===== src/rtl/sram_axi_bridge.sv =====
`default_nettype none
// ============================================================================
// Module   : sram_axi_bridge
// Purpose  : Bridges two sram-like ports (inst, data) onto a single AXI
//            master, one transaction outstanding at a time, data port first.
// Revision : 1.0
// ============================================================================
module sram_axi_bridge #(
  parameter logic [3:0] INST_ID = 4'd0,
  parameter logic [3:0] DATA_ID = 4'd1
) (
  input  logic        clk,
  input  logic        rst,
  input  logic        inst_req,
  input  logic        inst_wr,
  input  logic [1:0]  inst_size,
  input  logic [31:0] inst_addr,
  input  logic [31:0] inst_wdata,
  output logic        inst_addr_ok,
  output logic        inst_data_ok,
  output logic [31:0] inst_rdata,
  input  logic        data_req,
  input  logic        data_wr,
  input  logic [1:0]  data_size,
  input  logic [31:0] data_addr,
  input  logic [31:0] data_wdata,
  output logic        data_addr_ok,
  output logic        data_data_ok,
  output logic [31:0] data_rdata,
  output logic [3:0]  arid,
  output logic [31:0] araddr,
  output logic [2:0]  arsize,
  output logic        arvalid,
  input  logic        arready,
  input  logic [3:0]  rid,
  input  logic [31:0] rdata,
  input  logic [1:0]  rresp,
  input  logic        rlast,
  input  logic        rvalid,
  output logic        rready,
  output logic [3:0]  awid,
  output logic [31:0] awaddr,
  output logic [2:0]  awsize,
  output logic        awvalid,
  input  logic        awready,
  output logic [3:0]  wid,
  output logic [31:0] wdata,
  output logic [3:0]  wstrb,
  output logic        wlast,
  output logic        wvalid,
  input  logic        wready,
  input  logic [3:0]  bid,
  input  logic [1:0]  bresp,
  input  logic        bvalid,
  output logic        bready
);

  typedef enum logic [2:0] {
    S_IDLE  = 3'd0,
    S_RADDR = 3'd1,
    S_RDATA = 3'd2,
    S_WREQ  = 3'd3,
    S_WRESP = 3'd4,
    S_DONE  = 3'd5
  } state_t;

  state_t      r_state;
  logic        r_src;        // 1 = data port owns the transaction
  logic        r_wr;
  logic [31:0] r_addr;
  logic [1:0]  r_size;
  logic [31:0] r_wdata;
  logic [3:0]  r_id;
  logic        r_arvalid;
  logic        r_rready;
  logic        r_awvalid;
  logic        r_wvalid;
  logic        r_bready;
  logic        r_aw_done;
  logic        r_w_done;
  logic        r_inst_ok;
  logic        r_data_ok;
  logic [31:0] r_inst_rdata;
  logic [31:0] r_data_rdata;

  logic        w_idle;
  logic        w_grant_data;
  logic        w_grant_inst;
  logic        w_sel_wr;
  logic [1:0]  w_sel_size;
  logic        w_aw_hs;
  logic        w_w_hs;
  logic        w_aw_fin;
  logic        w_w_fin;
  logic [3:0]  w_wstrb;
  logic        w_unused;

  assign w_idle       = (r_state == S_IDLE) && !rst;
  assign w_grant_data = w_idle && data_req;
  assign w_grant_inst = w_idle && inst_req && !data_req;
  assign w_sel_wr     = w_grant_data ? data_wr   : inst_wr;
  assign w_sel_size   = w_grant_data ? data_size : inst_size;

  assign w_aw_hs  = r_awvalid && awready;
  assign w_w_hs   = r_wvalid && wready;
  assign w_aw_fin = r_aw_done || w_aw_hs;
  assign w_w_fin  = r_w_done || w_w_hs;

  always_comb begin
    w_wstrb = 4'b1111;
    case (r_size)
      2'b00:   w_wstrb = 4'b0001 << r_addr[1:0];
      2'b01:   w_wstrb = 4'b0011 << {r_addr[1], 1'b0};
      default: w_wstrb = 4'b1111;
    endcase
  end

  always_ff @(posedge clk) begin
    if (rst) begin
      r_state      <= S_IDLE;
      r_src        <= 1'b0;
      r_wr         <= 1'b0;
      r_addr       <= 32'd0;
      r_size       <= 2'd0;
      r_wdata      <= 32'd0;
      r_id         <= 4'd0;
      r_arvalid    <= 1'b0;
      r_rready     <= 1'b0;
      r_awvalid    <= 1'b0;
      r_wvalid     <= 1'b0;
      r_bready     <= 1'b0;
      r_aw_done    <= 1'b0;
      r_w_done     <= 1'b0;
      r_inst_ok    <= 1'b0;
      r_data_ok    <= 1'b0;
      r_inst_rdata <= 32'd0;
      r_data_rdata <= 32'd0;
    end else begin
      case (r_state)
        S_IDLE: begin
          if (w_grant_data || w_grant_inst) begin
            r_src   <= w_grant_data;
            r_wr    <= w_sel_wr;
            r_addr  <= w_grant_data ? data_addr  : inst_addr;
            r_wdata <= w_grant_data ? data_wdata : inst_wdata;
            r_id    <= w_grant_data ? DATA_ID    : INST_ID;
            r_size  <= (w_sel_size == 2'b11) ? 2'b10 : w_sel_size;
            if (w_sel_wr) begin
              r_state   <= S_WREQ;
              r_awvalid <= 1'b1;
              r_wvalid  <= 1'b1;
              r_aw_done <= 1'b0;
              r_w_done  <= 1'b0;
            end else begin
              r_state   <= S_RADDR;
              r_arvalid <= 1'b1;
            end
          end
        end
        S_RADDR: begin
          if (arready) begin
            r_arvalid <= 1'b0;
            r_rready  <= 1'b1;
            r_state   <= S_RDATA;
          end
        end
        S_RDATA: begin
          if (rvalid && rlast) begin
            r_rready <= 1'b0;
            if (r_src) r_data_rdata <= rdata;
            else       r_inst_rdata <= rdata;
            r_data_ok <= r_src;
            r_inst_ok <= !r_src;
            r_state   <= S_DONE;
          end
        end
        S_WREQ: begin
          if (w_aw_hs) begin
            r_awvalid <= 1'b0;
            r_aw_done <= 1'b1;
          end
          if (w_w_hs) begin
            r_wvalid <= 1'b0;
            r_w_done <= 1'b1;
          end
          // Both channels may finish on the same edge; leave only then.
          if (w_aw_fin && w_w_fin) begin
            r_state   <= S_WRESP;
            r_bready  <= 1'b1;
            r_aw_done <= 1'b0;
            r_w_done  <= 1'b0;
          end
        end
        S_WRESP: begin
          if (bvalid) begin
            r_bready  <= 1'b0;
            r_data_ok <= r_src;
            r_inst_ok <= !r_src;
            r_state   <= S_DONE;
          end
        end
        S_DONE: begin
          r_data_ok <= 1'b0;
          r_inst_ok <= 1'b0;
          r_state   <= S_IDLE;
        end
        default: r_state <= S_IDLE;
      endcase
    end
  end

  assign inst_addr_ok = w_grant_inst;
  assign data_addr_ok = w_grant_data;
  assign inst_data_ok = r_inst_ok;
  assign data_data_ok = r_data_ok;
  assign inst_rdata   = r_inst_rdata;
  assign data_rdata   = r_data_rdata;

  assign arid    = r_id;
  assign araddr  = r_addr;
  assign arsize  = {1'b0, r_size};
  assign arvalid = r_arvalid;
  assign rready  = r_rready;

  assign awid    = r_id;
  assign awaddr  = r_addr;
  assign awsize  = {1'b0, r_size};
  assign awvalid = r_awvalid;
  assign wid     = r_id;
  assign wdata   = r_wdata;
  assign wstrb   = w_wstrb;
  assign wlast   = 1'b1;
  assign wvalid  = r_wvalid;
  assign bready  = r_bready;

  // Response IDs and status codes carry no information for this bridge.
  assign w_unused = ^{rid, rresp, bid, bresp, r_wr};

endmodule
`default_nettype wire


===== config.mk =====
export PLATFORM = sky130hd
export DESIGN_NAME = sram_axi_bridge
export DESIGN_NICKNAME = d
export VERILOG_FILES = /design/src/rtl/sram_axi_bridge.sv
export SDC_FILE = /design/constraint.sdc
export NUM_CORES = 1
export LEC_CHECK = 0
export BUFFER_PORTS_ARGS = -buffer_cell sky130_fd_sc_hd__buf_2
export CORE_UTILIZATION = 30
export CTS_CLUSTER_SIZE = 8
export DETAILED_ROUTE_END_ITERATION = 16
export GPL_TIMING_DRIVEN = 0
export PLACE_DENSITY = 0.56
export SLEW_MARGIN = 20
export SYNTH_ARGS = -nofsm -noshare
export SYNTH_HDL_FRONTEND = slang
export SYNTH_SLANG_ARGS = --single-unit

===== constraint.sdc =====
create_clock -name clk -period 1.74 [get_ports clk]
set_input_delay 0.348 -clock clk [delete_from_list [all_inputs] [get_ports clk]]
set_output_delay 0.348 -clock clk [all_outputs]
set_load 0.01 [all_outputs]

# Word level (Yosys, flattened, before mapping)
# Cells that the tools add are included.
[op_classes]
n_eq_ne = 18
shift = 2
mux = 44
n_bitwise = 1
reduce_logical = 33
[ops]
columns = ["op", "count"]
rows = [
  ["$mux W32", 2],
  ["$mux W1", 23],
  ["$reduce_and A4 Y1", 5],
  ["$ne A2 B2 Y1 const B", 8],
  ["$mux W3", 5],
  ["$pmux W3 S5", 1],
  ["$reduce_and A3 Y1", 5],
  ["$pmux W1 S2", 7],
  ["$logic_and A1 B1 Y1", 8],
  ["$pmux W4 S2", 1],
  ["$reduce_bool A2 Y1", 4],
  ["$eq A3 B2 Y1 const B", 2],
  ["$eq A3 B3 Y1 const B", 2],
  ["$mux W2", 3],
  ["$ne A3 B3 Y1 const B", 2],
  ["$pmux W1 S3", 2],
  ["$reduce_and A5 Y1", 1],
  ["$shl A1 B2 Y4 const A", 1],
  ["$shl A2 B2 Y4 const A", 1],
  ["$eq A3 B1 Y1 const B", 1],
  ["$logic_not A1 Y1", 3],
  ["$logic_not A3 Y1", 1],
  ["$logic_or A1 B1 Y1", 3],
  ["$reduce_bool A3 Y1", 1],
  ["other kinds (6)", 6],
]
[totals]
ff_bits = 147
in_bits = 188
output_inout_bits = 192
elab_cells = 115

# Longest topological paths before layout
# Gate-level depths: netlist of run 1.
[depth]
ltp_word = 7
depth_mapped = 8
depth_no_buf = 5

# Worst setup path before layout of run 1
# No wires, ideal clock.
[synth_timing]
path_kind = "input -> output"
start = "input port rst"
end = "output port inst_addr_ok"
arrival_time_ps = 1333
required_time_ps = 1392
path_slack_ps = 59
stages = 4
cell_sequence = "clkbuf_1 -> clkbuf_1 -> buf_1 -> nor3_1"
[synth_via]
elab_chain_len = 4
[synth_rtl]
columns = ["item", "line_no", "source"]
rows = [
  ["from (decl)", "13", "input logic rst,"],
  ["$logic_not A1 Y1", "98", "assign w_idle = (r_state == S_IDLE) && !rst;"],
  ["$logic_and A1 B1 Y1", "98", ""],
  ["$logic_and A1 B1 Y1 (2 in series)", "100", "assign w_grant_inst = w_idle && inst_req && !data_req;"],
  ["to (decl)", "19", "output logic inst_addr_ok,"],
]
# Every way passes these cells.

# Worst setup path in the final report of run 1
[layout_timing]
start = "register r_state[1]"
end = "output port data_addr_ok"
[layout_via]
elab_chain_len = 3
[layout_rtl]
columns = ["item", "line_no", "source"]
rows = [
  ["from (decl)", "67", "state_t r_state;"],
  ["from (signal assigned)", "120", "r_state <= S_IDLE;"],
  ["from (signal assigned)", "149", "r_state <= S_WREQ;"],
  ["from (signal assigned)", "155", "r_state <= S_RADDR;"],
  ["$logic_not A3 Y1", "98", ""],
  ["$logic_and A1 B1 Y1", "98", ""],
  ["$logic_and A1 B1 Y1", "99", "assign w_grant_data = w_idle && data_req;"],
  ["to (decl)", "27", "output logic data_addr_ok,"],
]
# Every way passes these cells.

==> qor.yml, run 1 <==
io_pins: 380
crit_family: "simple AND/OR/NAND/NOR gates"
fin_hold_ws_ns: 0.156
p_leak_nw: 4.33
root_buffer: "clkbuf_16"
yosysWarningCount: 0
yosysTopAreaCellShare_pct: 45.4
synth_top_cell_by_area: "dfxtp_1"
power_frac_comb_pct: 38.5
grt_max_degree: 18
crit_chain: "nor3_4 -> nand2_2 -> nor2_4 -> buf_6 -> buf_6"
ys_types: 37
p_int_mw: 8.02
slowest_stage: "dfxtp_4"
grt_pass1_vias: 6650
rows: 52
drt_iter0_drc: 307
synth.most_common_cell: "nand2_1"
cts.clk_slew.worst_paths_ns: 0.08
critPathCaptureType: "output port"
setup_tns_ns: -0.120
synth_common_cells: "nand2_1, dfxtp_1, nor2_1, a21oi_1, a311oi_1"
hold_path_startpoint: "rdata[13]"
status: "finished with violations"
vdd_drop_max_uv: 800
synthArstFlopShare_pct: 0
power_density_mw_per_mm2: 1360
p_seq_share_pct: 33.1
ant_nets: 0
clkPwrFrac_pct: 28.4
wl_per_cell_um: 16.8
path_buf_inv: 2
p_sw_share_pct: 37.7
arrival_ns: 1.46
crit_required_ns: 1.39
syn_area_sq_mm: 0.00631
crit_fanout: 3
start_util_pct: 30.9
drc: 0
power_switching_mw: 4.85
yosysSeqAreaShare_pct: 45.4
finClkSkew_ns: 0.0132
maxCapViolations: 0
grt_first_pass_wirelength_mm: 37.6
antenna_found_initial: 8
track_usage_pct: 22.8
finalHoldViolations: 0
numClockSinks: 143
post-route-period-util_pct: 104
die_h_um: 147
wirelength_mm: 25.1
startpoint: "r_state[1]$_SDFFE_PP0P_"
min_path_type: "in2reg"
fp.coreArea_sq_mm: 0.0204
portBuffers: 355
cts.path.max_buffers: 2
max_freq_ghz: 0.553
relSlewSlack_pct: 59.7
h-tree-depth: 4
gp_congestion: 0.862
dp_hpwl_mm: 19.4
slew_violations: 0
synth-main-ff-cell: "dfxtp_1"
post-route-util_pct: 46.4
post-route-min-period_ns: 1.81
drive_above_1_share_pct: 44.0
synth-seq-cells: 143
worst-slew-pin-transition_ns: 0.604
instances_no_fill: 1492
violations: "negative setup slack"
path_common_cell: "buf_6"
r2r_start: "r_state[2]$_SDFFE_PP0P_"
cts_tree: "built"
synthToLayoutAreaGrowth_pct: 50.4
cts_buffers: 17
dr.pass1.iters: 4
postSynthCellCount: 798
syn_area_per_cell_sq_um: 7.91
cp_slowest_stage_delay_ns: 0.36
worst_slack_ns: -0.0671
grt_overflow_total: 0
synthTopCellsByArea: "dfxtp_1, nand2_1, a311oi_1"
vias_per_cell: 4.73
cp-start-kind: "flop"
clock_latency_ns: 0.43
rsz0062_at_grt: "yes"
setup_violations: 2
critPathKind: "reg2out"
die_area_sq_mm: 0.0216
vias: 7053
synth_enable_flop_cells: 0
finalNetCount: 1388
die_w_um: 147
placed_cells_incl_taps: 1433
## layer usage
metal / global-route usage (%) / vias up / wire length, um / share of wire (%)
li1: - / 3504 / - / -
met4: 9.48 / 0 / 569 / 2.3
met2: 39.5 / 262 / 12800 / 51
met1: 26.2 / 3250 / 10100 / 40
met5: 0 / - / 0 / 0
met3: 6.61 / 37 / 1680 / 6.7
## sequential cells by signal, summed over array words and instances (netlist names), 2 cells and up
signal,cells
araddr,32
data_rdata,32
inst_rdata,32
wdata,32
r_state,3
r_size,2
## cells in the final DEF (no fill, tap or decap), types with 3 or more instances in the layout
cell type	instances
clkbuf_4	7
mux2i_1	4
inv_6	3
o21bai_1	5
a311oi_1	59
conb_1	12
nor2_1	76
inv_1	3
nor3_4	3
a31oi_1	5
nand3b_1	4
a311oi_2	7
diode_2	9
clkbuf_16	17
clkbuf_2	3
buf_4	76
nand2_1	199
o21ai_1	24
nor2b_1	5
buf_2	365
clkbuf_1	20
o21ai_0	41
dfxtp_1	138
dfxtp_4	3
a21oi_1	72
buf_6	15
inv_8	7
o21ai_2	3
## worst min-delay path: cells and delay by family
kind / cells / cell delay, ns
AND/OR/NAND/NOR: 1 / 0.05
AO/OA/AOI/OAI: 1 / 0.05
buffers and inverters: 1 / 0.10
## stage by stage
step | power, mW | setup WS, ns | instance area (sq um)
detailed placement | 8.67 | -0.827 | 8460
global route | 13.6 | -0.133 | 9480
CTS | 12.6 | -0.134 | 9240
global placement | 8.65 | -0.849 | 8460
finish | 12.9 | -0.0671 | 9490
floorplan | 6.93 | 0.0591 | 6350
## worst paths after layout
check	to	slack, ns	depth (start not counted)
max reg2reg	wdata[25]$_SDFFE_PP0P_	0.03	6
min reg2reg	inst_rdata[21]$_SDFFE_PP0P_	0.45	2
max	data_addr_ok	-0.07	5
min	inst_rdata[13]$_SDFFE_PP0P_	0.16	3
## power by group through the flow
stage | Clock, mW | Combinational [mW] | Sequential, mW
2_1_floorplan | 0 | 2.47 | 4.46
3_3_place_gp | 0 | 4.36 | 4.29
3_5_place_dp | 0 | 4.37 | 4.31
4_1_cts | 3.72 | 4.64 | 4.26
5_1_grt | 3.89 | 5.37 | 4.33
6_report | 3.65 | 4.95 | 4.26
## cell type report
cell class | count | area, sq um
inverter | 3 | 11.3
clock inverter | 15 | 159
sequential | 143 | 2880
buffer | 114 | 798
timing repair buffer | 376 | 1960
multi-input combinational | 545 | 2890
tap | 270 | 338
antenna | 9 | 22.5
fill | 2128 | 10900
clock buffer | 17 | 425
## logic make-up (layout without fill, tap and decap cells)
group / Yosys count / count (layout) / synth area share (%)
AOI/OAI and AO/OA: 225 / 225 / 22.8
buffers and inverters: 120 / 525 / 11.3
DFF: 143 / 143 / 45.4
muxes: 4 / 4 / 0.635
other: 2 / 21 / 0.119
and+or+nand+nor: 304 / 304 / 19.8
## repair_timing
action,4_1_cts,5_1_grt
gates resized for setup,48,75
endpoints found under the hold margin,0,0
endpoints found under the setup margin,138,120
cloned,0,1
hold buffers,0,0
buffers inserted,10,11
pin swaps,7,14
Note: power is estimated with default switching activity, not from simulation.
==> run 2, diff against run 1 <==
--- a/config.mk
+++ b/config.mk
@@ -5,12 +5,14 @@
 export SDC_FILE = /design/constraint.sdc
 export NUM_CORES = 1
 export LEC_CHECK = 0
+export ABC_AREA = 1
 export BUFFER_PORTS_ARGS = -buffer_cell sky130_fd_sc_hd__buf_2
 export CORE_UTILIZATION = 30
 export CTS_CLUSTER_SIZE = 8
 export DETAILED_ROUTE_END_ITERATION = 16
 export GPL_TIMING_DRIVEN = 0
 export PLACE_DENSITY = 0.56
+export SKIP_CTS_REPAIR_TIMING = 1
 export SLEW_MARGIN = 20
 export SYNTH_ARGS = -nofsm -noshare
 export SYNTH_HDL_FRONTEND = slang
==> constraint.sdc (replaced) <==
create_clock -name clk -period 1.74 [get_ports clk]
set_input_delay 0.174 -clock clk [delete_from_list [all_inputs] [get_ports clk]]
set_output_delay 0.174 -clock clk [all_outputs]
set_load 0.01 [all_outputs]
==> run 2 against run 1 <==
Effect of this change:
- the flow finishes with violations (negative hold slack, negative setup slack)
- count of clock-buffer cells in the layout rose by 3
- non-clock buffer count fell by 9
- critical path depth rose by 1
- critical path type unchanged
- critical endpoint unchanged
- largest cell class is now flip-flops and latches
- largest power group unchanged
==> qor.yml, run 2 <==
status: "finished with violations"
violations: "negative hold slack, negative setup slack"
track_usage_pct: 21.6  # -1.2 points
syn_area_per_cell_sq_um: 7.02  # -11%
finalHoldViolations: 5  # +5
synthToLayoutAreaGrowth_pct: 49.9
crit_fanout: 10  # +7
min_path_type: "in2reg"
yosysSeqAreaShare_pct: 45.6  # +0.21 points
grt_pass1_vias: 6412  # -3.6%
die_w_um: 147  # -0.22%
numClockSinks: 143  # unchanged
critPathCaptureType: "output port"
rsz0062_at_grt: "yes"
yosysTopAreaCellShare_pct: 45.6  # +0.21 points
fin_hold_ws_ns: -0.0104  # -0.166 ns
mostFrequentLayoutCell: "buf_2"
start_util_pct: 30.8  # -0.043 points
synth_enable_flop_cells: 0  # unchanged
power_density_mw_per_mm2: 1280  # -5.6%
vdd_drop_max_uv: 698  # -13%
h-tree-depth: 4  # unchanged
ys_types: 26  # -30%
rows: 52  # unchanged
root_buffer: "clkbuf_16"
wl_per_cell_um: 15.0  # -11%
final_cell_mix: "buf_2, nor2_1, dfxtp_1, o21ai_0, nand2_1"
setup_tns_ns: -0.0321  # +0.0880 ns
dr.pass1.iters: 4  # unchanged
relSlewSlack_pct: 62.9  # +3.2 points
worst_slack_ns: -0.0321  # +0.0350 ns
design_power_total_mw: 12.0  # -6.4%
clock_latency_ns: 0.42  # about the same
cts.path.max_buffers: 2  # unchanged
synth-main-ff-cell: "dfxtp_1"
crit_chain: "nor2_4 -> nand3_2 -> nor2_4 -> buf_6 -> buf_8 -> buf_6"
cp-start-kind: "flop"
antenna_found_initial: 9  # +1
grt_first_pass_wirelength_mm: 35.6  # -5.2%
ant_nets: 0  # unchanged
setup_violations: 1  # -1
critPathKind: "reg2out"
vias: 7056  # +0.043%
p_leak_nw: 5.00  # +15%
crit_family: "simple AND/OR/NAND/NOR gates"
path_buf_inv: 3  # +1
synth_common_cells: "nor2_1, dfxtp_1, o21ai_0, nand2_1, a21oi_1"
cts.clk_slew.worst_paths_ns: 0.07  # about the same
placed_cells_incl_taps: 1528  # +6.6%
slowest_stage: "dfxtp_4"
slew_violations: 0  # unchanged
drc: 0  # unchanged
arrival_ns: 1.60  # +0.14 ns
post-route-min-period_ns: 1.77  # -0.0350 ns
vias_per_cell: 4.44  # -6.0%
post-route-period-util_pct: 102  # -2.0 points
cp_slowest_stage_delay_ns: 0.36  # about the same
cts_tree: "built"
drt_iter0_drc: 229  # -25%
postSynthCellCount: 894  # +12%
dp_hpwl_mm: 18.6  # -4.3%
finalNetCount: 1487  # +7.1%
synth.most_common_cell: "nor2_1"
crit_required_ns: 1.57  # +0.18 ns
io_pins: 380  # unchanged
place_area_sq_mm: 0.00843  # -0.40%
synthTopCellsByArea: "dfxtp_1, nor2_1, o21ai_0"
synthArstFlopShare_pct: 0  # unchanged
worst-slew-pin-transition_ns: 0.557  # -0.0473 ns
fp.coreArea_sq_mm: 0.0204  # -0.32%
yosysWarningCount: 0  # unchanged
maxCapViolations: 0  # unchanged
grt_max_degree: 17  # -1
gp_congestion: 0.828  # -4.0%
max_freq_ghz: 0.564  # +2.0%
instances_no_fill: 1588  # +6.4%
synth_top_cell_by_area: "dfxtp_1"
die_h_um: 147  # -0.22%
wirelength_mm: 23.9  # -5.0%
synth-seq-cells: 143  # unchanged
cts_buffers: 17  # unchanged
drive_above_1_share_pct: 39.7  # -4.3 points
die_area_sq_mm: 0.0215  # -0.45%
syn_area_sq_mm: 0.00628  # -0.46%
design_area_sq_mm: 0.00941  # -0.76%
rrSetupSlack_ns: 0.09  # +0.06 ns
finClkSkew_ns: 0.00923  # -0.00401 ns
grt_overflow_total: 0  # unchanged
portBuffers: 354  # -0.28%
## run 2: stage by stage
| step | worst slack [ns] | hold WS (ns) | utilization (%) |
|---|---|---|---|
| final | -0.0321 | -0.0104 | 46.2 |
| after global routing | -0.110 | 0.000842 | 46.2 |
| after CTS | -0.541 | -0.0258 | 44.3 |
| after detailed placement | -0.240 | 0.415 | 41.4 |
| after global placement | -0.221 | 0.415 | 41.4 |
| after floorplan | 0.301 | 0.309 | - |
## run 2: kinds of logic (layout without fill, tap and decap cells)
family / Yosys count / in the layout / share of synthesized area, %
simple gates: 406 / 406 / 25.6
buf+inv: 130 / 538 / 11.5
other cells: 2 / 18 / 0.120
flops: 143 / 143 / 45.6
compound gates: 213 / 213 / 17.1
## run 2: layer usage
| layer | wire, um | share of wire, % | up-vias | track usage (%) |
|---|---|---|---|---|
| li1 | - | - | 3634 | - |
| met1 | 9360 | 39 | 3163 | 23.5 |
| met2 | 12300 | 52 | 237 | 38.9 |
| met3 | 1870 | 7.8 | 18 | 7.78 |
| met4 | 296 | 1.2 | 4 | 6.25 |
| met5 | 24 | 0.10 | - | 0 |
## run 2: cell type report
type | count | area, sq um
fill | 2162 | 11000
tap | 270 | 338
clock buffer | 20 | 467
timing repair buffer | 376 | 1980
multi-input combinational | 631 | 2820
buffer | 105 | 701
antenna | 6 | 15.0
clock inverter | 12 | 124
inverter | 25 | 96.3
sequential | 143 | 2870
## run 2: worst min-delay path, delay by kind of cell
family                 cells  cell delay, ns
buffers and inverters      1            0.09
AND/OR/NAND/NOR            2            0.12
## run 2: where the power goes
group	switching, mW	leakage (nW)	internal (mW)	total, mW
combinational	2.44	3.56	1.81	4.25
clock	1.55	0.279	2.12	3.66
sequential	0.346	1.17	3.78	4.13
## run 2: final timing paths
check	from	endpoint	cells after the start
hold / removal	rdata[29]	inst_rdata[29]$_SDFFE_PP0P_	3
setup reg to reg	r_state[0]$_SDFFE_PP0P_	wdata[13]$_SDFFE_PP0P_	10
setup / recovery	r_state[0]$_SDFFE_PP0P_	data_addr_ok	6
hold reg to reg	r_w_done$_SDFFE_PP0P_	r_w_done$_SDFFE_PP0P_	2
